File: src/rtl/task_pkg.sv
// Shared definitions for the test_task arithmetic core and its result buffer.
package task_pkg;

    parameter int WIDTH = 8;
    localparam int RES_W = 2 * WIDTH;

    typedef logic signed [RES_W-1:0] res_t;

    // Ceiling log2, used to size pointers and counters at elaboration time.
    function automatic int clog2(input int value);
        int result;
        int span;
        result = 0;
        span   = 1;
        while (span < value) begin
            span   = span << 1;
            result = result + 1;
        end
        return result;
    endfunction

endpackage

File: src/rtl/task_valid_pipe.sv
// Valid delay line matched to test_task latency; its last stage marks the
// cycle in which the core's result is present on y.
module task_valid_pipe #(
    parameter int LATENCY = 2
) (
    input  logic clk,
    input  logic rst,
    input  logic in_valid,
    output logic push_req
);

    logic [LATENCY-1:0] stage;

    // Shift the issue strobe one stage per clock; cleared by reset so that
    // in-flight results are forgotten.
    // NOTE: sequential state uses non-blocking assignments so every stage
    // samples the previous stage's old value, giving a true shift register.
    always_ff @(posedge clk or posedge rst) begin
        if (rst) begin
            stage <= '0;
        end else begin
            stage[0] <= in_valid;
            for (int i = 1; i < LATENCY; i++) begin
                stage[i] <= stage[i-1];
            end
        end
    end

    assign push_req = stage[LATENCY-1];

endmodule

File: src/rtl/task_result_buffer.sv
// Captures test_task results into a show-ahead FIFO and presents them on a
// valid/ready port; results arriving with no room are counted as drops.
module task_result_buffer
    import task_pkg::*;
#(
    parameter int LATENCY = 2,
    parameter int DEPTH   = 4,
    parameter int DROP_W  = 8
) (
    input  logic                      clk,
    input  logic                      rst,
    input  logic                      in_valid,
    input  logic signed [RES_W-1:0]   y,
    output logic                      m_valid,
    input  logic                      m_ready,
    output logic signed [RES_W-1:0]   m_data,
    output logic [clog2(DEPTH):0]     count,
    output logic                      full,
    output logic [DROP_W-1:0]         drop_cnt
);

    localparam int AW = clog2(DEPTH);
    localparam int CW = AW + 1;

    logic          push_req;
    logic          push;
    logic          pop;
    logic          drop;
    logic          empty;
    logic [CW-1:0] wr_ptr;
    logic [CW-1:0] rd_ptr;
    logic [DROP_W-1:0] drop_q;
    res_t          mem [DEPTH];

    task_valid_pipe #(
        .LATENCY (LATENCY)
    ) u_valid_pipe (
        .clk      (clk),
        .rst      (rst),
        .in_valid (in_valid),
        .push_req (push_req)
    );

    // Pointers carry one extra wrap bit, so their difference is the occupancy
    // and always equals the running sum of pushes minus pops.
    assign count = wr_ptr - rd_ptr;
    assign empty = (count == '0);
    assign full  = (count == CW'(DEPTH));

    assign pop  = m_valid & m_ready;
    assign push = push_req & (~full | pop);
    assign drop = push_req & full & ~pop;

    // Head presentation: a freshly pushed entry only becomes visible after the
    // write clock edge, so there is no empty-FIFO bypass.
    // NOTE: every output of this always_comb is given a default first, so no
    // path can leave a value unassigned and infer a latch.
    always_comb begin
        m_valid = 1'b0;
        m_data  = '0;
        if (!empty) begin
            m_valid = 1'b1;
            m_data  = mem[rd_ptr[AW-1:0]];
        end
    end

    // Result storage; y is written directly from the core without a staging
    // register.
    // NOTE: the storage array has no reset; stale contents are unreachable
    // because m_data is forced to zero while the FIFO is empty.
    always_ff @(posedge clk) begin
        if (push) begin
            mem[wr_ptr[AW-1:0]] <= y;
        end
    end

    // Read/write pointers with natural wrap.
    always_ff @(posedge clk or posedge rst) begin
        if (rst) begin
            wr_ptr <= '0;
            rd_ptr <= '0;
        end else begin
            if (push) begin
                wr_ptr <= wr_ptr + CW'(1);
            end
            if (pop) begin
                rd_ptr <= rd_ptr + CW'(1);
            end
        end
    end

    // Saturating count of results lost for lack of room.
    always_ff @(posedge clk or posedge rst) begin
        if (rst) begin
            drop_q <= '0;
        end else if (drop && (drop_q != {DROP_W{1'b1}})) begin
            drop_q <= drop_q + DROP_W'(1);
        end
    end

    assign drop_cnt = drop_q;

endmodule

File: config.mk
export PLATFORM = sky130hd
export DESIGN_NAME = task_result_buffer
export DESIGN_NICKNAME = d
export VERILOG_FILES = /design/src/rtl/task_pkg.sv /design/src/rtl/task_valid_pipe.sv /design/src/rtl/task_result_buffer.sv
export SDC_FILE = /design/constraint.sdc
export NUM_CORES = 1
export LEC_CHECK = 0
export CAP_MARGIN = 0
export CORE_ASPECT_RATIO = 0.75
export CORE_UTILIZATION = 48
export DETAILED_ROUTE_END_ITERATION = 8
export GPL_ROUTABILITY_DRIVEN = 0
export PLACE_DENSITY = 0.75
export SLEW_MARGIN = 20
export SYNTH_ARGS = -nofsm -noshare
export SYNTH_HDL_FRONTEND = slang
export SYNTH_HIERARCHICAL = 1
export SYNTH_SLANG_ARGS = --single-unit
File: constraint.sdc
create_clock -name clk -period 2.7 [get_ports clk]
set_input_delay 0.405 -clock clk [delete_from_list [all_inputs] [get_ports clk]]
set_output_delay 0.405 -clock clk [all_outputs]
set_load 0.01 [all_outputs]
==> results of run 1 <==
kinds of logic after synthesis:
| kind of cell | share of synthesized area [%] |
|---|---|
| buffers and inverters | 1.91 |
| adder cells (fa/ha/maj) | 3.28 |
| AND/OR/NAND/NOR | 8.39 |
| XOR/XNOR | 3.35 |
| AO/OA/AOI/OAI | 0.305 |
| multiplexers | 12.0 |
| flip-flops | 70.8 |
worst max-delay path by stage:
| stage | start | endpoint | slack [ps] | depth (start not counted) |
|---|---|---|---|---|
| floorplan | wr_ptr[0] | wr_ptr[2] | 40 | 8 |
| global placement | wr_ptr[0] | m_data[6] | 50 | 8 |
| detailed placement | wr_ptr[0] | m_data[6] | -20 | 8 |
| CTS | wr_ptr[0] | m_data[9] | -80 | 8 |
| global route | wr_ptr[0] | m_valid | 60 | 7 |
| finish | rd_ptr[0] | m_valid | 150 | 6 |
power groups by stage:
stage | Clock (mW) | Sequential [mW] | Combinational (mW)
global route | 1.02 | 1.79 | 2.90
CTS | 0.963 | 1.76 | 2.86
global placement | 0 | 1.76 | 2.56
detailed placement | 0 | 1.78 | 2.60
finish | 0.937 | 1.76 | 2.68
floorplan | 0 | 1.77 | 1.30
registers in the layout (all words and copies together) (netlist names):
| register | count |
|---|---|
| mem | 64 |
| u_valid_pipe/stage | 2 |
| drop_cnt | 8 |
| wr_ptr | 3 |
| rd_ptr | 3 |
cells in the mapped netlist (4+ instances only):
cell type	n
xor2_1	4
and2_1	16
dfrtp_1	16
ha_1	7
inv_1	7
xnor2_1	6
nand2_1	5
edfxtp_1	64
and3_1	5
nand3_1	4
mux4_2	16
nand4_1	5
what timing repair did:
action | 4_1_cts | 5_1_grt
pin swaps | 2 | 0
buffers inserted | 1 | 1
setup endpoints to repair | 19 | 16
gates resized for setup | 46 | 26
cloned | 2 | 0
hold endpoints to repair | 0 | 0
layout make-up:
type / count / area, µm² / area share [%]
Sequential cell: 80 / 2320 / 54.8
Inverter: 7 / 26.3 / 0.621
Clock inverter: 6 / 91.3 / 2.16
Multi-Input combinational cell: 85 / 928 / 21.9
Tap cell: 81 / 101 / 2.39
Clock buffer: 10 / 128 / 3.01
Timing Repair Buffer: 65 / 637 / 15.0
stage by stage:
step           worst slack, ps  cells  TNS (ps)
2_1_floorplan             38.4    179         0
5_1_grt                   60.1    334         0
3_3_place_gp              54.5    315         0
4_1_cts                  -82.9    334      -556
3_5_place_dp             -18.4    315     -89.8
6_report                   146    334         0
worst max-delay path: cells and delay by family, from the launching register on:
kind,cells,cell delay (ps)
flops,1,420
buf+inv,2,470
fa+ha+maj,2,490
xor+xnor,1,270
simple gates,1,160
metal layers:
metal	vias to the layer above	routed length (µm)	global-route usage (%)	part of all wire, %
met3	2	313	5.04	5.1
met1	887	2620	25.6	43
met2	46	3120	31.2	51
li1	825	-	-	-
met4	0	22	7.35	0.36
met5	-	0	0	0
==> impl_metrics.csv, run 1 <==
group,metric,value,unit
sta,finalSetupViolCount,0,
final_layout,finalNetCount,276,
hold_path,hold_class,"in -> async",
global_routing,antenna_found_initial,0,
floorplan,dieWidth,97.5,µm
routing,num_vias,1760,
critical_path,reg2regPathDepth,8,
final_layout,drive_above_1_share,29.2,%
routing,wl_per_cell,18.2,µm
sta,min_period_over_period,94.6,%
critical_path,cpPeakStageDelay,420,ps
floorplan,die_h,73.6,µm
final_layout,final_common_cell,"edfxtp_1",
global_routing,grt_pass1_wl,9850,µm
synth,synthDistinctLibCells,26,
power,pwr-share-comb,49.9,%
sta,rsz0062_at_grt,"no",
critical_path,startpoint_type,"flip-flop",
power,p_per_area,1270,nW/µm²
critical_path,slowest_stage,"dfrtp_1",
clock_tree,root_buffer,"clkbuf_8",
global_routing,grt_start_max_net_pins,19,
synth,yosysWarnings,6,
final_layout,antenna_cells,0,
synth,ys_async_sr_fraction,20.0,%
final_layout,final_cell_mix,"edfxtp_1 (64), clkdlybuf4s50_1 (29), mux4_2 (16), dfrtp_1 (16), and2_1 (15)",
critical_path,criticalPathCategory,"reg -> out",
synth,synth_edf_count,64,
power,intPower,3.62,mW
synth,ys_seq_area_share,70.8,%
synth,synth_area_leader_cell,"edfxtp_1",
floorplan,coreArea,6440,µm²
sta,finalHoldViolations,0,
sta,slew_violations,0,
synth,syn_inst,179,
clock_tree,holdBufCountCts,0,
routing,drc_errors,0,
final_layout,final_util,65.7,%
clock_tree,numCtsBuffers,9,
critical_path,crit_chain,"ha_4, fa_2, xnor3_2, nand3_4, buf_16, dlygate4sd2_1",
clock_tree,cts.sinks,80,
synth,synthesis.area,3280,µm²
final_layout,fillCellCount,449,
synth,yosys.area.top_type_share,58.6,%
sta,whs,235,ps
routing,wl,6080,µm
sta,clock.fmax,392,MHz
floorplan,ioPinCount,49,
global_routing,overflow,0,
routing,ant_nets,0,
floorplan,dieArea,7180,µm²
power,swShare,32.6,%
clock_tree,clock_latency,340,ps
critical_path,regToRegEndpoint,"wr_ptr[2]",
final_layout,syn2layout_area_growth,29.0,%
synth,dominantRegCellSynth,"edfxtp_1",
floorplan,start_util,50.9,%
routing,drtIter0Drc,94,
sta,period_minus_slack,2550,ps
global_routing,grt_util_all_layers,19.3,%
sta,slew_headroom,63.6,%
synth,avgSynthCellArea,18.3,µm²
power,p_total,5.37,mW
power,seqPwrFrac,32.7,%
global_routing,grt_pass1_vias,1842,
critical_path,cp-end-kind,"output pin",
run,cap_viol_max_count,0,
synth,synth-seq-cells,80,
synth,syn_nets,207,
synth,synth_area_leaders,"edfxtp_1 (59%), dfrtp_1 (12%), mux4_2 (11%)",
power,leakage,1.58,nW
routing,drtPass1Iterations,4,
floorplan,rows,25,
critical_path,critical_path.max_fanout,8,
clock_tree,clk_pin_slew,80,ps
critical_path,arrival,2150,ps
clock_tree,cts_tree,"yes",
place,placed_area,4000,µm²
place,place.port_buffers,48,
power,ir_drop,529,µV
critical_path,ff2ff_setup_slack,230,ps
power,switchingPower,1.75,mW
outcome,status,"complete, no violations",
sta,fin_skew,9.15,ps
final_layout,final_area,4230,µm²
clock_tree,ctsHtreeMaxLevel,3,
critical_path,rr_startpoint,"rd_ptr[0]",
critical_path,critical_path_required,2300,ps
clock_tree,cts_buffer_depth,2,
power,power_frac_clock,17.4,%
sta,tightest_slew,546,ps
routing,viasPerCell,5.27,
place,hpwlAfterDp,3800,µm
(Power assumes the default switching activity.)
==> run 2: changes to the inputs <==
--- a/config.mk
+++ b/config.mk
@@ -11,6 +11,7 @@
 export DETAILED_ROUTE_END_ITERATION = 8
 export GPL_ROUTABILITY_DRIVEN = 0
 export PLACE_DENSITY = 0.75
+export SETUP_SLACK_MARGIN = 0.02
 export SLEW_MARGIN = 20
 export SYNTH_ARGS = -nofsm -noshare
 export SYNTH_HDL_FRONTEND = slang
==> impl_metrics.csv, run 2 (synthesis results as in run 1) <==
group,metric,value,unit
outcome,status,"complete, no violations",
critical_path,critical_path.max_fanout,9,
critical_path,arrival,2210,ps
routing,viasPerCell,5.29,
global_routing,grt_pass1_wl,9830,µm
floorplan,coreArea,6440,µm²
sta,fin_skew,9.04,ps
clock_tree,clock_latency,340,ps
routing,wl,6060,µm
sta,min_period_over_period,97.0,%
floorplan,rows,25,
critical_path,critical_path_required,2300,ps
place,hpwlAfterDp,3800,µm
sta,tightest_slew,547,ps
sta,slew_violations,0,
clock_tree,root_buffer,"clkbuf_8",
routing,ant_nets,0,
final_layout,fin_cells,334,
clock_tree,cts.sinks,80,
floorplan,dieWidth,97.5,µm
sta,whs,234,ps
hold_path,hold_class,"in -> async",
clock_tree,cts_buffer_depth,2,
critical_path,startpoint_type,"flip-flop",
clock_tree,clk_pin_slew,80,ps
final_layout,syn2layout_area_growth,29.4,%
floorplan,dieArea,7180,µm²
clock_tree,numCtsBuffers,9,
floorplan,die_h,73.6,µm
global_routing,antenna_found_initial,0,
sta,finalHoldViolations,0,
power,leakage,1.59,nW
sta,period_minus_slack,2620,ps
power,p_per_area,1280,nW/µm²
sta,slew_headroom,63.5,%
routing,wl_per_cell,18.1,µm
floorplan,ioPinCount,49,
place,placed_cells,315,
sta,finalSetupViolCount,0,
clock_tree,holdBufCountCts,0,
sta,clock.fmax,382,MHz
final_layout,largest_reg_flops,64,
clock_tree,ctsHtreeMaxLevel,3,
sta,rsz0062_at_grt,"yes",
power,ir_drop,507,µV
final_layout,final_cell_mix,"edfxtp_1 (64), clkdlybuf4s50_1 (29), mux4_2 (16), dfrtp_1 (16), and2_1 (15)",
place,place.port_buffers,48,
routing,drtIter0Drc,87,
routing,drtPass1Iterations,4,
routing,drc_errors,0,
critical_path,criticalPathCategory,"reg -> out",
final_layout,finalNetCount,276,
global_routing,grt_util_all_layers,19.3,%
final_layout,drive_above_1_share,29.2,%
global_routing,grt_pass1_vias,1838,
global_routing,overflow,0,
global_routing,grt_start_max_net_pins,19,
final_layout,antenna_cells,0,
routing,num_vias,1767,
floorplan,start_util,50.9,%
clock_tree,cts_tree,"yes",
critical_path,cp-end-kind,"output pin",
run,cap_viol_max_count,0,
final_layout,final_common_cell,"edfxtp_1",
final_layout,fillCellCount,445,
## run 2: worst paths after layout
kind | start | endpoint | slack [ps] | depth (start not counted)
max in group asynchronous | rst | rd_ptr[1] | 1900 | 2
worst max register to register | rd_ptr[0] | wr_ptr[2] | 230 | 8
worst max-delay path | rd_ptr[0] | m_data[3] | 80 | 7
min in group clk | u_valid_pipe/stage[0] | u_valid_pipe/stage[1] | 360 | 0
worst min register to register | u_valid_pipe/stage[0] | u_valid_pipe/stage[1] | 360 | 0
worst min-delay path | rst | u_valid_pipe/stage[1] | 230 | 2
## run 2: metal layers
| layer | GRT usage [%] | vias up | wire length, µm |
|---|---|---|---|
| met5 | 0 | - | 0 |
| met4 | 7.35 | 0 | 43 |
| met3 | 5.04 | 4 | 312 |
| met2 | 31.2 | 55 | 3120 |
| met1 | 25.5 | 885 | 2590 |
| li1 | - | 823 | - |
## run 2: metrics by stage
| step | area (µm²) | setup WS, ps | util, % | power [mW] | setup TNS [ps] |
|---|---|---|---|---|---|
| floorplan | 3280 | 38.4 | - | 3.07 | 0 |
| global route | 4250 | -12.1 | 65.9 | 5.74 | -33.0 |
| global placement | 4000 | 54.5 | 62.0 | 4.33 | 0 |
| finish | 4250 | 80.3 | 65.9 | 5.41 | 0 |
| detailed placement | 4000 | -18.4 | 62.0 | 4.38 | -89.8 |
| CTS | 4280 | -82.9 | 66.4 | 5.53 | -556 |
## run 2: where the power goes
part           internal [mW]  leakage (nW)  switching [mW]
registers               1.64         0.782           0.115
clock network          0.526         0.111           0.411
logic                   1.50         0.692            1.22
total                   3.67          1.59            1.74
## run 2: final cells by class
cell class	instances	area, µm²	area share [%]
inverters	7	26.3	0.619
clock buffers	10	128	3.01
flip-flops and latches	80	2320	54.7
multi-input cells	85	928	21.9
clock inverters	6	91.3	2.15
repair buffers	65	649	15.3
well taps	81	101	2.39
## run 2: worst max-delay path, stage by stage (launching register included)
cell	delay (ps)
dfrtp_1	420
ha_4	170
fa_2	330
xnor3_2	270
nand3_4	130
bufbuf_16	300
and2_1	130
clkbuf_2	120
## run 2: what timing repair did
| action | in CTS | in global routing |
|---|---|---|
| gates resized for setup | 50 | 22 |
| setup buffers | 1 | 1 |
| endpoints found under the setup margin | 19 | 16 |
| gates cloned | 2 | 0 |
| pin swaps | 2 | 0 |
==> RTL change 1 (flow settings as in run 2) <==
`LATENCY` is set to 2 in 2 places; all go to 1.
--- a/src/rtl/task_valid_pipe.sv
+++ b/src/rtl/task_valid_pipe.sv
@@ -1,7 +1,7 @@
 // Valid delay line matched to test_task latency; its last stage marks the
 // cycle in which the core's result is present on y.
 module task_valid_pipe #(
-    parameter int LATENCY = 2
+    parameter int LATENCY = 1
 ) (
     input  logic clk,
     input  logic rst,
--- a/src/rtl/task_result_buffer.sv
+++ b/src/rtl/task_result_buffer.sv
@@ -3,7 +3,7 @@
 module task_result_buffer
     import task_pkg::*;
 #(
-    parameter int LATENCY = 2,
+    parameter int LATENCY = 1,
     parameter int DEPTH   = 4,
     parameter int DROP_W  = 8
 ) (
Check against the original RTL: not equivalent (Yosys sat finds a counterexample within 4 cycles, from zero or initial values and one cycle with rst high).
==> RTL change 1 against run 2 <==
  * Critical path type unchanged
  * Setup slack gained 74 ps
  * Count of clock-buffer cells in the layout is the same
  * Fmax increased by 2.9%
  * Cell area fell by 0.56%
  * Combinational power down 11%
  * Largest power group unchanged
  * Sequential cell count shrank 1
  * Area after synthesis shrank 0.76%
  * Highest routed layer unchanged
  * Routed wire length fell by 4.8%
  * Total power shrank 2.5%
==> RTL change 1: results (changes against run 2) <==
outcome = completed
r2r setup slk = 290 ps (+60 ps)
Leak = 1.55 nW (-2.0%)
Slowest-stage cell, CP = fa_2
Worst R2R Start = wr_ptr[0]
crit path max fanout = 19 (+10)
Syn Inst Count = 178 (-0.56%)
final cell count without fillers = 331 (-0.90%)
crit path to = m_data[11]
Initial Utilization = 50.8% (-0.14 points)
Peak supply drop = 0.510 mV (+0.55%)
DRT iter0 DRCs = 79 (-9.2%)
top cells by area, synth = edfxtp_1 (59%), dfrtp_1 (12%), mux4_2 (11%)
worst stage delay on the critical path = 580 ps (+160 ps)
Area after DPL = 3950 um^2 (-1.1%)
global-route wire length before repair = 9.12 mm (-7.2%)
Nets = 273 (-1.1%)
FFs w/ async S/R, synth = 19.0% (-1.0 points)
crit share post-route = 94.3% (-2.7 points)
Final Skew = 5.35 ps (-3.69 ps)
layout cells sized above 1 = 20.8% (-8.4 points)
vias post-DR = 1768 (+0.057%)
Synthesized Nets = 206 (-0.48%)
largest net degree at the start of global routing = 20 (+1)
number of global-route vias before repair = 1732 (-5.8%)
Place WS = -4.68 ps (+13.7 ps)
Reg2Reg Depth = 9 (+1)
Synth top cells by count = edfxtp_1 (64), and2_1 (16), mux4_2 (16)
sequential share of the synthesized area = 70.5% (-0.22 points)
## RTL change 1: kinds of logic after synthesis
| group | Yosys count | synth area share (%) |
|---|---|---|
| xor+xnor | 11 | 3.38 |
| flops | 79 | 70.5 |
| mux | 19 | 12.1 |
| compound gates | 2 | 0.307 |
| buf+inv | 14 | 1.92 |
| fa+ha+maj | 8 | 3.30 |
| simple gates | 45 | 8.45 |
## RTL change 1: final cells by class
cell class	instances	area [um^2]	share of cell area (%)
Clock inverter	6	133	3.14
Inverter	7	26.3	0.622
Tap cell	81	101	2.40
Sequential cell	79	2300	54.4
Timing Repair Buffer	63	631	14.9
Multi-Input combinational cell	85	907	21.5
Clock buffer	10	128	3.02
## RTL change 1: critical path: cells and delay by family (launching register included)
kind          cells  cell delay [ps]
fa+ha+maj         2              760
buf+inv           3              460
flops             1              340
simple gates      2              250
## RTL change 1: report_power, final
group	switching, mW	internal (mW)	total [mW]
clock	0.405	0.707	1.11
combinational	1.11	1.32	2.43
sequential	0.107	1.63	1.74
## RTL change 1: how the worst min path moves through the flow
stage,cells past startpoint,slack [ps],to
after global routing,2,230,u_valid_pipe/push_req
after CTS,2,210,u_valid_pipe/push_req
final,2,230,u_valid_pipe/push_req
after floorplan,1,130,u_valid_pipe/push_req
after detailed placement,1,470,wr_ptr[2]
after global placement,1,470,wr_ptr[2]
## RTL change 1: layer usage
metal	GRT usage (%)	share of wire (%)	up-vias	wire length, um
li1	-	-	818	-
met5	0	0	-	0
met2	29.0	50	43	2870
met3	5.61	4.2	9	241
met1	22.4	45	898	2570
met4	6.97	1.6	0	92
## RTL change 1: repair_timing
item | 4_1_cts | 5_1_grt
pin swaps | 1 | 0
gates resized for setup | 20 | 18
hold endpoints to repair | 0 | 0
setup endpoints to repair | 19 | 17
==> RTL change 2 (settings of run 2) <==
Made on the original files. Reset style: synchronous (`rst`), changed in 3 clocked blocks.
--- a/src/rtl/task_valid_pipe.sv
+++ b/src/rtl/task_valid_pipe.sv
@@ -15,7 +15,7 @@
     // in-flight results are forgotten.
     // NOTE: sequential state uses non-blocking assignments so every stage
     // samples the previous stage's old value, giving a true shift register.
-    always_ff @(posedge clk or posedge rst) begin
+    always_ff @(posedge clk) begin
         if (rst) begin
             stage <= '0;
         end else begin
--- a/src/rtl/task_result_buffer.sv
+++ b/src/rtl/task_result_buffer.sv
@@ -75,7 +75,7 @@
     end
 
     // Read/write pointers with natural wrap.
-    always_ff @(posedge clk or posedge rst) begin
+    always_ff @(posedge clk) begin
         if (rst) begin
             wr_ptr <= '0;
             rd_ptr <= '0;
@@ -90,7 +90,7 @@
     end
 
     // Saturating count of results lost for lack of room.
-    always_ff @(posedge clk or posedge rst) begin
+    always_ff @(posedge clk) begin
         if (rst) begin
             drop_q <= '0;
         end else if (drop && (drop_q != {DROP_W{1'b1}})) begin
Function: differs if rst is asserted again (counterexample within 4 cycles, from zero or initial values and one cycle with rst high); with rst held inactive, the same outputs for 10 cycles.
==> RTL change 2 against run 2 <==
  * Setup slack better by 47 ps
  * Area after synthesis up 2.6%
  * Non-clock buffer count shrank 1
  * First-iteration DRC count is 28% lower
  * Hold slack improved by 200 ps
  * Sequential cell count is 2 higher
  * Routed wire length is 5.1% lower
  * Cell area shrank 1.2%
  * Cell count grew 7.8%
  * Die area up 2.5%
  * Largest cell class unchanged
  * Clock skew increased by 4.9 ps
Power is not compared: it rests on default switching activity, and its combinational part moved more than twofold at a synthesized area within 25%.
==> RTL change 2: results (changes against run 2) <==
outcome = completed
global-route wire length before repair = 9.06 mm (-7.9%)
final cell count without fillers = 360 (+7.8%)
gr usage total = 17.2% (-2.1 points)
worst-skew pair later-pin latency = 360 ps (+20 ps)
drt via density = 5.19 (-2.0%)
Fillers = 505 (+13%)
Reg2Reg Depth = 7 (-1)
Setup crit start = wr_ptr[0]
drt total wl = 5.75 mm (-5.1%)
Synth top cells by count = edfxtp_1 (64), nor2b_1 (20), dfxtp_1 (18)
sequential share of the synthesized area = 67.8% (-3.0 points)
crit path max fanout = 5 (-4)
Syn Inst Count = 203 (+13%)
reg2reg end = drop_cnt[4]
top cells by area, synth = edfxtp_1 (57%), dfxtp_1 (11%), mux4_2 (11%)
layout cells sized above 1 = 28.6% (-0.63 points)
CTS Buffer Depth = 2 (unchanged)
Min Hold Slack = 439 ps (+205 ps)
Final Skew = 13.9 ps (+4.91 ps)
achievable frequency = 389 MHz (+1.8%)
crit path to = m_data[9]
worst-margin pin slew = 688 ps (+141 ps)
Placed Cells incl. Taps = 339 (+7.6%)
Synthesized Nets = 231 (+12%)
dpl hpwl = 3.80 mm (about the same)
FFs w/ async S/R, synth = 0% (-20 points)
critical path arrival = 2170 ps (-40 ps)
largest net degree at the start of global routing = 21 (+2)
DRT iter0 DRCs = 63 (-28%)
worst stage delay on the critical path = 340 ps (-80 ps)
Nets = 299 (+8.3%)
number of global-route vias before repair = 1789 (-2.7%)
RTL change 2: report_power, final:
part	total, mW	internal, mW	switching [mW]
logic	1.26	0.652	0.605
clock network	0.862	0.430	0.432
registers	1.41	1.40	0.0182
total	3.53	2.48	1.06
RTL change 2: repair_timing:
item                       4_1_cts  5_1_grt
resized for setup               72        4
setup endpoints to repair       19       17
cloned                           0        0
buffers inserted                 4        1
RTL change 2: cell families (layout without fill, tap and decap cells):
group / after synthesis / in the layout / share of synthesized area, %
AND/OR/NAND/NOR: 60 / 60 / 10.6
buffers and inverters: 13 / 86 / 1.93
flip-flops: 82 / 82 / 67.8
AO/OA/AOI/OAI: 14 / 14 / 2.53
adder cells (fa/ha/maj): 8 / 8 / 3.20
multiplexers: 21 / 21 / 12.3
XOR/XNOR: 5 / 5 / 1.75
RTL change 2: cell type report:
type | instances | area, um^2 | share of cell area (%)
Multi-Input combinational cell | 108 | 1040 | 24.9
Clock inverter | 6 | 65.1 | 1.55
Clock buffer | 10 | 128 | 3.04
Sequential cell | 82 | 2280 | 54.4
Tap cell | 84 | 105 | 2.51
Inverter | 6 | 27.5 | 0.656
Timing Repair Buffer | 64 | 542 | 12.9
RTL change 2: worst max-delay path, delay by kind of cell (launching register included):
family                   cells  cell delay [ps]
XOR/XNOR                     1              270
adder cells (fa/ha/maj)      2              510
buffers and inverters        5              530
flip-flops                   1              340
AND/OR/NAND/NOR              2              150
RTL change 2: per-layer routing:
layer	share of wire, %	wire length [um]	up-vias	GRT usage [%]
met5	0	0	-	0
met4	1.9	107	0	6.97
met3	5.7	330	15	6.67
met2	48	2780	46	27.4
met1	44	2540	895	21.6
li1	-	-	911	-
